### config.mk
export PLATFORM = sky130hd
export DESIGN_NAME = spi_bist_flat
export DESIGN_NICKNAME = d
export VERILOG_FILES = /design/src/rtl/spi_bist_if.sv /design/src/rtl/spi_bist.sv /design/src/flat_wrapper.sv
export SDC_FILE = /design/constraint.sdc
export NUM_CORES = 1
export LEC_CHECK = 0
export CORE_AREA = 2 2 56 84
export CTS_BUF_LIST = sky130_fd_sc_hd__clkbuf_8
export CTS_CLUSTER_DIAMETER = 150
export CTS_CLUSTER_SIZE = 16
export DETAILED_ROUTE_END_ITERATION = 6
export DIE_AREA = 0 0 58 86
export HOLD_SLACK_MARGIN = 0.03
export PLACE_DENSITY = 0.81
export REMOVE_ABC_BUFFERS = 1
export SLEW_MARGIN = 20
export SYNTH_ARGS = -nofsm -noshare
export SYNTH_HDL_FRONTEND = slang
export SYNTH_SLANG_ARGS = --single-unit
### constraint.sdc
create_clock -name clk -period 3 [get_ports clk]
set_clock_uncertainty 0.2 [all_clocks]
set_input_delay 0.6 -clock clk [delete_from_list [all_inputs] [get_ports clk]]
set_output_delay 0.6 -clock clk [all_outputs]
set_load 0.05 [all_outputs]
### src/rtl/spi_bist_if.sv
// Control and observation bundle of the SPI loopback self-test.
// The design side uses the slave modport; the driver/observer side uses master.
interface spi_bist_if;
    logic       master_writeread;
    logic [7:0] MOSI_user_input;
    logic [7:0] MISO_user_input;
    logic       select;
    logic       CS;
    logic       S_clk;
    logic [3:0] counter;
    logic       MOSI_res;
    logic       MISO_res;
    logic [7:0] BIST_output;

    modport slave (
        input  master_writeread, MOSI_user_input, MISO_user_input, select,
        output CS, S_clk, counter, MOSI_res, MISO_res, BIST_output
    );

    modport master (
        output master_writeread, MOSI_user_input, MISO_user_input, select,
        input  CS, S_clk, counter, MOSI_res, MISO_res, BIST_output
    );
endinterface

### src/rtl/spi_bist.sv
// SPI loopback self-test: an internal mode-0 master and slave exchange one byte
// per transfer and compare what each received with what the other sent.
//
// state | meaning
// IDLE  | CS high, S_clk low; wait for master_writeread
// LOAD  | latch transmit bytes, drop CS, present both MSBs
// SHIFT | 16 cycles: S_clk rises (sample) and falls (count, next bit)
// CHECK | raise CS, compare bytes, update status and transfer count
module spi_bist #(
    parameter logic [7:0] DEF_MOSI = 8'hA5,
    parameter logic [7:0] DEF_MISO = 8'h5A
) (
    input logic        clk,
    input logic        reset,
    spi_bist_if.slave  bus
);

    typedef enum logic [1:0] {
        IDLE  = 2'd0,
        LOAD  = 2'd1,
        SHIFT = 2'd2,
        CHECK = 2'd3
    } state_e;

    state_e     state_q, state_d;
    logic [7:0] tx_m_q, tx_m_d;
    logic [7:0] tx_s_q, tx_s_d;
    logic [7:0] rx_m_q, rx_m_d;
    logic [7:0] rx_s_q, rx_s_d;
    logic       cs_q, cs_d;
    logic       sclk_q, sclk_d;
    logic [3:0] cnt_q, cnt_d;
    logic       mosi_q, mosi_d;
    logic       miso_q, miso_d;
    logic [7:0] bist_q, bist_d;

    logic [2:0] nxt_bit;
    logic       mosi_fail;
    logic       miso_fail;
    logic [3:0] xfer_cnt;

    always_ff @(posedge clk) begin
        if (!reset) begin
            state_q <= IDLE;
            tx_m_q  <= 8'h00;
            tx_s_q  <= 8'h00;
            rx_m_q  <= 8'h00;
            rx_s_q  <= 8'h00;
            cs_q    <= 1'b1;
            sclk_q  <= 1'b0;
            cnt_q   <= 4'd0;
            mosi_q  <= 1'b0;
            miso_q  <= 1'b0;
            bist_q  <= 8'h00;
        end else begin
            state_q <= state_d;
            tx_m_q  <= tx_m_d;
            tx_s_q  <= tx_s_d;
            rx_m_q  <= rx_m_d;
            rx_s_q  <= rx_s_d;
            cs_q    <= cs_d;
            sclk_q  <= sclk_d;
            cnt_q   <= cnt_d;
            mosi_q  <= mosi_d;
            miso_q  <= miso_d;
            bist_q  <= bist_d;
        end
    end

    // Bit to present after the falling edge that completes bit cnt_q.
    assign nxt_bit = 3'd6 - cnt_q[2:0];

    // Fail bits are sticky; pass reflects the accumulated fail state.
    assign mosi_fail = bist_q[5] | (rx_s_q != tx_m_q);
    assign miso_fail = bist_q[4] | (rx_m_q != tx_s_q);
    assign xfer_cnt  = (bist_q[3:0] == 4'hF) ? 4'hF : bist_q[3:0] + 4'd1;

    always_comb begin
        state_d = state_q;
        tx_m_d  = tx_m_q;
        tx_s_d  = tx_s_q;
        rx_m_d  = rx_m_q;
        rx_s_d  = rx_s_q;
        cs_d    = cs_q;
        sclk_d  = sclk_q;
        cnt_d   = cnt_q;
        mosi_d  = mosi_q;
        miso_d  = miso_q;
        bist_d  = bist_q;

        case (state_q)
            IDLE: begin
                cs_d   = 1'b1;
                sclk_d = 1'b0;
                if (bus.master_writeread) begin
                    state_d = LOAD;
                end
            end
            LOAD: begin
                tx_m_d    = bus.select ? bus.MOSI_user_input : DEF_MOSI;
                tx_s_d    = bus.select ? bus.MISO_user_input : DEF_MISO;
                cs_d      = 1'b0;
                sclk_d    = 1'b0;
                cnt_d     = 4'd0;
                mosi_d    = tx_m_d[7];
                miso_d    = tx_s_d[7];
                bist_d[7] = 1'b0;
                state_d   = SHIFT;
            end
            SHIFT: begin
                sclk_d = ~sclk_q;
                if (!sclk_q) begin
                    rx_s_d = {rx_s_q[6:0], mosi_q};
                    rx_m_d = {rx_m_q[6:0], miso_q};
                end else begin
                    cnt_d = cnt_q + 4'd1;
                    if (cnt_q == 4'd7) begin
                        sclk_d  = 1'b0;
                        state_d = CHECK;
                    end else begin
                        mosi_d = tx_m_q[nxt_bit];
                        miso_d = tx_s_q[nxt_bit];
                    end
                end
            end
            CHECK: begin
                cs_d    = 1'b1;
                sclk_d  = 1'b0;
                bist_d  = {1'b1, ~(mosi_fail | miso_fail), mosi_fail, miso_fail, xfer_cnt};
                state_d = IDLE;
            end
            default: begin
                state_d = IDLE;
            end
        endcase
    end

    assign bus.CS          = cs_q;
    assign bus.S_clk       = sclk_q;
    assign bus.counter     = cnt_q;
    assign bus.MOSI_res    = mosi_q;
    assign bus.MISO_res    = miso_q;
    assign bus.BIST_output = bist_q;

endmodule

### src/flat_wrapper.sv
// flat-port wrapper written by rule: the top's interface ports become plain ports
module spi_bist_flat 
#(
    parameter logic [7:0] DEF_MOSI = 8'hA5,
    parameter logic [7:0] DEF_MISO = 8'h5A
)
  (clk, reset, bus_master_writeread, bus_MOSI_user_input, bus_MISO_user_input, bus_select, bus_CS, bus_S_clk, bus_counter, bus_MOSI_res, bus_MISO_res, bus_BIST_output);
  spi_bist_if bus_i ();
  input logic clk;
  input logic reset;
  input wire logic [$bits(bus_i.master_writeread)-1:0] bus_master_writeread;
  input wire logic [$bits(bus_i.MOSI_user_input)-1:0] bus_MOSI_user_input;
  input wire logic [$bits(bus_i.MISO_user_input)-1:0] bus_MISO_user_input;
  input wire logic [$bits(bus_i.select)-1:0] bus_select;
  output wire logic [$bits(bus_i.CS)-1:0] bus_CS;
  output wire logic [$bits(bus_i.S_clk)-1:0] bus_S_clk;
  output wire logic [$bits(bus_i.counter)-1:0] bus_counter;
  output wire logic [$bits(bus_i.MOSI_res)-1:0] bus_MOSI_res;
  output wire logic [$bits(bus_i.MISO_res)-1:0] bus_MISO_res;
  output wire logic [$bits(bus_i.BIST_output)-1:0] bus_BIST_output;
  assign bus_i.master_writeread = bus_master_writeread;
  assign bus_i.MOSI_user_input = bus_MOSI_user_input;
  assign bus_i.MISO_user_input = bus_MISO_user_input;
  assign bus_i.select = bus_select;
  assign bus_CS = bus_i.CS;
  assign bus_S_clk = bus_i.S_clk;
  assign bus_counter = bus_i.counter;
  assign bus_MOSI_res = bus_i.MOSI_res;
  assign bus_MISO_res = bus_i.MISO_res;
  assign bus_BIST_output = bus_i.BIST_output;
  spi_bist #(.DEF_MOSI(DEF_MOSI), .DEF_MISO(DEF_MISO)) u_core (.clk(clk), .reset(reset), .bus(bus_i));
endmodule
# Yosys cells after proc, flatten, opt, wreduce, memory -nomap -nowiden
# Cells that the tools add are included.
dict set report word_totals {
  ff_bits 50
  input_bits 20
  output_inout_bits 16
  elab_cells 66
}
dict set report classes {
  addsub 3
  n_lt_le_gt_ge 1
  eq_ne 11
  mux 24
  bitwise_logic 5
  reduce_logical 10
}
# operator count
set op_table {}
lappend op_table {{$mux 8} 2}
lappend op_table {{$ne 8x8->1} 2}
lappend op_table {{$pmux 1 s2} 5}
lappend op_table {{$add 4x1->4 const B} 2}
lappend op_table {{$mux 1} 8}
lappend op_table {{$mux 4} 2}
lappend op_table {{$pmux 2 s4} 1}
lappend op_table {{$pmux 4 s2} 1}
lappend op_table {{$bmux 1 s3} 2}
lappend op_table {{$mux 2} 3}
lappend op_table {{$reduce_and 3->1} 2}
lappend op_table {{$reduce_bool 2->1} 3}
lappend op_table {{$eq 2x2->1 const B} 2}
lappend op_table {{$eq 4x3->1 const B} 1}
lappend op_table {{$eq 4x4->1 const B} 1}
lappend op_table {{$lt 3x4->1 const B} 1}
lappend op_table {{$ne 2x1->1 const B} 2}
lappend op_table {{$ne 2x2->1 const B} 2}
lappend op_table {{$reduce_and 2->1} 2}
lappend op_table {{$or 1x1->1} 3}
lappend op_table {{$reduce_or 3->1} 1}
lappend op_table {{$sub 3x3->3 const A} 1}
lappend op_table {{$eq 2x1->1 const B} 1}
lappend op_table {{$logic_not 2->1} 1}
lappend op_table {{other kinds (2)} 3}

# Logic depth before layout (Yosys ltp)
# Gate-level depths: netlist of run 1.
dict set report depth {
  depth_word 6
  ltp_mapped 7
  depth_no_buf 6
}

# Worst setup path after synthesis of run 1
# No wires, ideal clock.
dict set report synth_path {
  path_kind {flip-flop to flip-flop}
  start {register u_core.cnt_q[0] (netlist: u_core.bus.counter[0])}
  end {register u_core.mosi_q (netlist: u_core.bus.MOSI_res)}
  setup_time_ns 0.067
  arrival_ns 2.308
  t_required_ns 2.733
  path_slack_ns 0.425
  stages_incl_launch_ff 6
  path_cell_list {dfxtp_1 -> ha_1 -> xor2_1 -> mux4_2 -> a2111o_1 -> a21oi_2}
}
dict set report synth_via {
  elab_chain_cells 6
  elab_cells_between_ends 9
  classes_between {1 x add/sub; 2 x eq/ne; 5 x mux; 1 x reduce/logical}
}
# item line_no
set synth_rtl {}
lappend synth_rtl {{start, declared} spi_bist.sv:32} ;# logic [3:0] cnt_q, cnt_d;
lappend synth_rtl {{start signal, assigned} spi_bist.sv:63} ;# cnt_q <= cnt_d;
lappend synth_rtl {{$sub 3x3->3} spi_bist.sv:71} ;# assign nxt_bit = 3'd6 - cnt_q[2:0];
lappend synth_rtl {{$bmux 1 s3} spi_bist.sv:121} ;# mosi_d = tx_m_q[nxt_bit];
lappend synth_rtl {{$mux 1 (not written as such)} spi_bist.sv:121}
lappend synth_rtl {{$mux 1} spi_bist.sv:117} ;# if (cnt_q == 4'd7) begin
lappend synth_rtl {{$mux 1} spi_bist.sv:112} ;# if (!sclk_q) begin
lappend synth_rtl {{$pmux 1 s2} spi_bist.sv:91} ;# case (state_q)
lappend synth_rtl {{end signal, assigned} spi_bist.sv:64} ;# mosi_q <= mosi_d;
lappend synth_rtl {{end, declared} spi_bist.sv:33} ;# logic mosi_q, mosi_d;
# Parallel ways exist; a longest one is shown, timed or not. The select of a mux whose other input is x is not followed.
# A chain may end at the register's enable or synchronous reset.

# Worst setup path after layout of run 1
# Same ends and word-level chain as after synthesis.

==> results of run 1 <==
[registers in the layout, summed over array words and instances, names as in the netlist, 2 cells and up]
signal / count
u_core.bus.BIST_output: 8
u_core.bus.counter: 4
u_core.rx_m_q: 8
u_core.rx_s_q: 8
u_core.state_q: 2
u_core.tx_m_q: 8
u_core.tx_s_q: 8
[cell type report]
type | instances | area [sq um] | area share, %
clock buffer | 6 | 82.6 | 3.02
clock inverter | 2 | 8.76 | 0.321
inverter | 8 | 30.0 | 1.10
multi-input combinational | 184 | 1180 | 43.2
sequential | 50 | 1000 | 36.6
tap | 46 | 57.6 | 2.11
timing repair buffer | 38 | 373 | 13.7
[cells by family (layout without fill, tap and decap cells)]
group / Yosys count / count (layout) / share of synthesized area, %
mux: 11 / 11 / 6.11
buf+inv: 23 / 54 / 4.18
compound gates: 60 / 60 / 16.3
flops: 50 / 50 / 44.0
fa+ha+maj: 8 / 8 / 4.40
xor+xnor: 17 / 17 / 6.55
simple gates: 88 / 88 / 18.4
[per-layer routing]
metal | track usage, % | routed length (um) | vias up
li1 | - | - | 959
met1 | 24.0 | 1960 | 930
met2 | 37.3 | 2590 | 41
met3 | 4.07 | 157 | 10
met4 | 9.51 | 115 | 0
met5 | 0 | 0 | -
[worst min-delay path by stage]
stage,start,endpoint,slack (ns),depth (start not counted)
after floorplan,u_core.rx_m_q[7],u_core.rx_m_q[7],0.25,2
after global placement,u_core.bus.CS,u_core.bus.CS,0.25,2
after detailed placement,u_core.rx_s_q[7],u_core.rx_s_q[7],0.26,2
after CTS,u_core.rx_s_q[7],u_core.rx_s_q[7],0.27,2
after global routing,u_core.rx_m_q[7],u_core.rx_m_q[7],0.29,2
final,u_core.rx_s_q[7],u_core.rx_s_q[7],0.27,2
[Yosys cell counts, drive strengths merged, types with 4 or more instances]
library cell | count | area [sq um]
nand2 | 37 | 139
ha | 8 | 100
nor4 | 7 | 43.8
mux2i | 9 | 90.1
clkbuf | 13 | 48.8
a21boi | 4 | 33.8
a22oi | 7 | 52.6
nor2 | 20 | 75.1
xor2 | 17 | 149
o22ai | 7 | 43.8
o21ai | 7 | 35.0
inv | 8 | 30.0
dfxtp | 50 | 1000
nor3 | 4 | 20.0
a21oi | 25 | 129
[stage by stage]
stage,std cells,power [W]
final,334,0.00214
after global routing,334,0.00226
after CTS,334,0.00215
after detailed placement,326,0.00175
after global placement,326,0.00174
after floorplan,242,0.00148
[worst max-delay path: cells and delay by family, from the launching register on]
kind	cells	cell delay [ns]
AOI/OAI and AO/OA	2	0.54
DFF	1	0.39
adders and majority gates	1	0.60
muxes	2	0.63
[where the power goes]
| group | total [W] | switching, W | internal (W) |
|---|---|---|---|
| clock | 0.000394 | 0.000211 | 0.000183 |
| sequential | 0.000874 | 0.000103 | 0.000771 |
| combinational | 0.000867 | 0.000537 | 0.000330 |
==> run_results.csv, run 1 <==
group,metric,value,unit
clock_network,holdBufCountCts,0,
finish,diodes,0,
power,worst_ir_drop_vdd,0.726,mV
logic_synthesis,synth.avg_cell_area,8.85,sq um
setup_path,ff2ff_setup_slack,0.57,ns
global_routing,grt_pass1_vias,1866,
finish,finalCoreUtilization,64.9,%
finish,mostFrequentLayoutCells,"dfxtp_1, nand2_1, clkdlybuf4s50_1",
clock_network,cts_root_buf,"clkbuf_8",
logic_synthesis,synth_cells,257,
setup_path,cp-endpoint,"u_core.bus.MOSI_res",
route,first_pass_iters,4,
logic_synthesis,ys_types,41,
route,finalWirelength,4830,um
hold_path,hp-class,"reg2reg",
power,pwr_density_cell,782,nW/um^2
floorplan,core_region_area,4210,sq um
setup_path,path_cells,"ha_1, mux2i_1, mux4_2, a2111o_1, a21oi_2",
floorplan,top_level_ports,36,
timing,worst_slew_pin_slew,0.623,ns
finish,layout_commonest_cell,"dfxtp_1",
timing,rsz0062_at_grt,"false",
status,status,"finished clean",
clock_network,cts-buffers-inserted,5,
placement,post-dp-hpwl,3580,um
route,ant_nets,0,
timing,slew_headroom,58.1,%
route,drt-vias-per-instance,5.81,
placement,pre_cts_ws,0.579,ns
placement,dpl_cell_area,2640,sq um
route,drt_iter0_drc,65,
timing,period_minus_slack,2.43,ns
clock_network,cts_resized,0,
logic_synthesis,synth_area,2270,sq um
floorplan,die-area,4990,sq um
power,p_leak,1.04,nW
floorplan,die_h,86,um
setup_path,critPathKind,"reg2reg",
setup_path,cp-start-kind,"flop",
setup_path,max_stage_delay,0.60,ns
setup_path,worstReg2RegEnd,"u_core.bus.MOSI_res",
timing,fin_ws,0.570,ns
run,max_cap_violations,0,
clock_network,cts_tree,"built",
logic_synthesis,synth.ff_latch_count,50,
finish,fin_area,2730,sq um
timing,fin_crit_sh,81.0,%
floorplan,fp.dieW,58,um
timing,hold_ws,0.272,ns
timing,clock.fmax,411,MHz
clock_network,clk_latency,0.30,ns
setup_path,crit_required,3.04,ns
logic_synthesis,synth_flop_cell,"dfxtp_1",
setup_path,worstSetupEndpointType,"flop",
clock_network,clkSinkCount,50,
global_routing,grt_pass1_wl,8250,um
route,drc,0,
global_routing,grt_usage,21.1,%
setup_path,worst-path-max-fanout,9,
clock_network,cts_buffer_depth,2,
clock_network,htreeDepth,2,
clock_network,path_clk_slew,0.09,ns
finish,fin_nets,315,
setup_path,cp.arrival,2.47,ns
logic_synthesis,synth_edf_count,0,
logic_synthesis,ys_seq_area_share,44.0,%
placement,numPortBuffers,35,
timing,slew_violations,0,
finish,layout-drive-gt1-share,5.21,%
global_routing,grt_max_degree,27,
clock_network,post-cts-setup-buffer-count,0,
setup_path,reg2reg_depth,5,
timing,hold_violations,0,
floorplan,rows,29,
setup_path,r2r-start,"u_core.bus.counter[0]",
logic_synthesis,yosysWarnings,0,
finish,area_growth,20.1,%
global_routing,antenna_found_initial,0,
placement,place_congestion,0.786,
setup_path,startpoint,"u_core.bus.counter[0]",
logic_synthesis,async_flop_share,0,%
finish,fill_cells,368,
route,wire_per_inst,14.4,um
timing,finalSetupTns,0,ns
timing,setup_viol,0,
route,num_vias,1940,
global_routing,grt_overflow,0,
setup_path,cp_slowest_cell,"ha_1",
floorplan,start_util,54.0,%
Note: power is estimated with default switching activity, not from simulation.
==> run 2: changes to the inputs <==
- clock period: 3 -> 2.45 ns (I/O delays scaled with it)
==> run 2 against run 1 <==
  * Sequential share of layout area is 0.58 points lower
  * Utilization is 1.0 points higher
  * Sequential power is 22% higher
  * Critical path type is now reg2out
  * Critical path depth is 3 lower
  * First-iteration DRC count is 12% lower
==> run_results.csv, run 2 (same netlist as run 1, synthesis figures left out) <==
group,metric,value,unit
clock_network,cts-buffers-inserted,5,
timing,clock.fmax,434,MHz
finish,mostFrequentLayoutCells,"dfxtp_1, nand2_1, clkdlybuf4s50_1",
floorplan,start_util,54.0,%
timing,finalSetupTns,0,ns
finish,finalCoreUtilization,65.9,%
timing,rsz0062_at_grt,"false",
timing,fin_ws,0.145,ns
floorplan,top_level_ports,36,
setup_path,worst-path-max-fanout,6,
route,ant_nets,0,
route,num_vias,1969,
hold_path,hp-class,"reg2reg",
setup_path,cp.arrival,1.61,ns
hold_path,min_to,"u_core.rx_m_q[7]",
timing,fin_crit_sh,94.1,%
floorplan,core_region_area,4210,sq um
setup_path,reg2reg_depth,5,
run,max_cap_violations,0,
setup_path,worstSetupEndpointType,"output pin",
clock_network,clk_latency,0.30,ns
timing,hold_violations,0,
clock_network,cts_resized,0,
global_routing,grt_max_degree,19,
power,worst_ir_drop_vdd,0.787,mV
clock_network,cts_buffer_depth,2,
timing,setup_viol,0,
power,p_sw,0.00109,W
route,drt-vias-per-instance,5.79,
setup_path,worstReg2RegEnd,"u_core.bus.MOSI_res",
setup_path,ff2ff_setup_slack,0.16,ns
power,p_sw_share,41.0,%
floorplan,die-area,4990,sq um
timing,slew_violations,0,
timing,worst_slew_pin_slew,0.641,ns
power,p_leak,1.06,nW
timing,slew_headroom,57.3,%
clock_network,post-cts-setup-buffer-count,0,
power,p_comb_share,41.6,%
power,internal_power,0.00156,W
route,drc,0,
hold_path,hold_depth,2,
power,pwr_density_cell,955,nW/um^2
finish,layout_commonest_cell,"dfxtp_1",
placement,place_congestion,0.796,
floorplan,die_h,86,um
setup_path,cp-start-kind,"flop",
clock_network,path_clk_slew,0.09,ns
clock_network,cts_tree,"built",
clock_network,htreeDepth,2,
setup_path,critPathKind,"reg2out",
clock_network,holdBufCountCts,0,
route,finalWirelength,5150,um
placement,dpl.cell_count,332,
route,drt_iter0_drc,57,
placement,post-dp-hpwl,3780,um
finish,layout-drive-gt1-share,7.48,%
setup_path,crit_required,1.76,ns
setup_path,r2r-start,"u_core.bus.counter[1]",
placement,pre_cts_ws,0.174,ns
global_routing,antenna_found_initial,0,
finish,fin_nets,321,
global_routing,grt_overflow,0,
power,p_clk_share,17.8,%
floorplan,fp.dieW,58,um
clock_network,clkSinkCount,50,
floorplan,rows,29,
timing,period_minus_slack,2.30,ns
global_routing,grt_pass1_vias,1893,
placement,numPortBuffers,35,
status,status,"finished clean",
clock_network,cts_root_buf,"clkbuf_8",
power,pwr-share-seq,40.5,%
timing,hold_ws,0.272,ns
hold_path,hold_start,"u_core.rx_m_q[7]",
global_routing,grt_usage,22.8,%
route,first_pass_iters,5,
global_routing,grt_pass1_wl,8830,um
finish,finalNonFillerCells,340,
finish,area_growth,22.0,%
route,wire_per_inst,15.1,um
finish,diodes,0,
## run 2: cell types whose count changed in the layout (fill, tap and decap cells not counted)
cell        previous run  this run
clkbuf_8               6         5
inv_1                  7         6
clkinv_4               0         1
buf_4                  3         9
clkinvlp_4             0         1
## run 2: critical path, cell delays in order, from the launching register on
cell	delay, ns
dfxtp_1	0.35
buf_4	0.15
clkdlybuf4s50_1	0.82
## run 2: routing by layer
metal  track usage (%)  vias to the layer above  wire length [um]
met3              3.92                       12               212
met4              9.94                        0               138
met2              38.5                       64              2640
met1              28.0                      924              2150
li1                  -                      969                 -
met5                 0                        -                 0
## run 2: power groups by stage
stage / logic, W / registers [W] / clock network, W
floorplan: 0.000598 / 0.00121 / 0
global placement: 0.00106 / 0.00109 / 0
detailed placement: 0.00109 / 0.00109 / 0
CTS: 0.00110 / 0.00107 / 0.000482
global route: 0.00121 / 0.00109 / 0.000525
finish: 0.00110 / 0.00107 / 0.000472
## run 2: area by class of cell
cell class	instances	area (sq um)
clock inverters	3	21.3
multi-input cells	184	1180
fillers	370	1430
flip-flops and latches	50	1000
inverters	8	30.0
clock buffers	5	68.8
repair buffers	44	418
well taps	46	57.6
## run 2: how the worst max path moves through the flow
stage,startpoint,end,slack [ns],cells past startpoint
after CTS,u_core.bus.counter[0],bus_counter[0],0.13,2
after global routing,u_core.bus.counter[1],u_core.bus.MOSI_res,0.02,5
after detailed placement,u_core.bus.counter[1],u_core.bus.MOSI_res,0.17,5
final,u_core.bus.counter[0],bus_counter[0],0.15,2
after floorplan,u_core.bus.counter[0],u_core.bus.MOSI_res,-0.13,5
after global placement,u_core.bus.counter[1],u_core.bus.MOSI_res,0.22,5
## run 2: stage by stage
stage,area (sq um),power (W)
5_1_grt,2780,0.00282
4_1_cts,2780,0.00265
3_3_place_gp,2690,0.00215
6_report,2780,0.00265
3_5_place_dp,2690,0.00218
2_1_floorplan,2210,0.00181
==> run 3: changes to the inputs <==
- SLEW_MARGIN: 20 -> unset
==> results of run 3 <==
The final DEF is identical to that of run 2; final timing and power are the same.
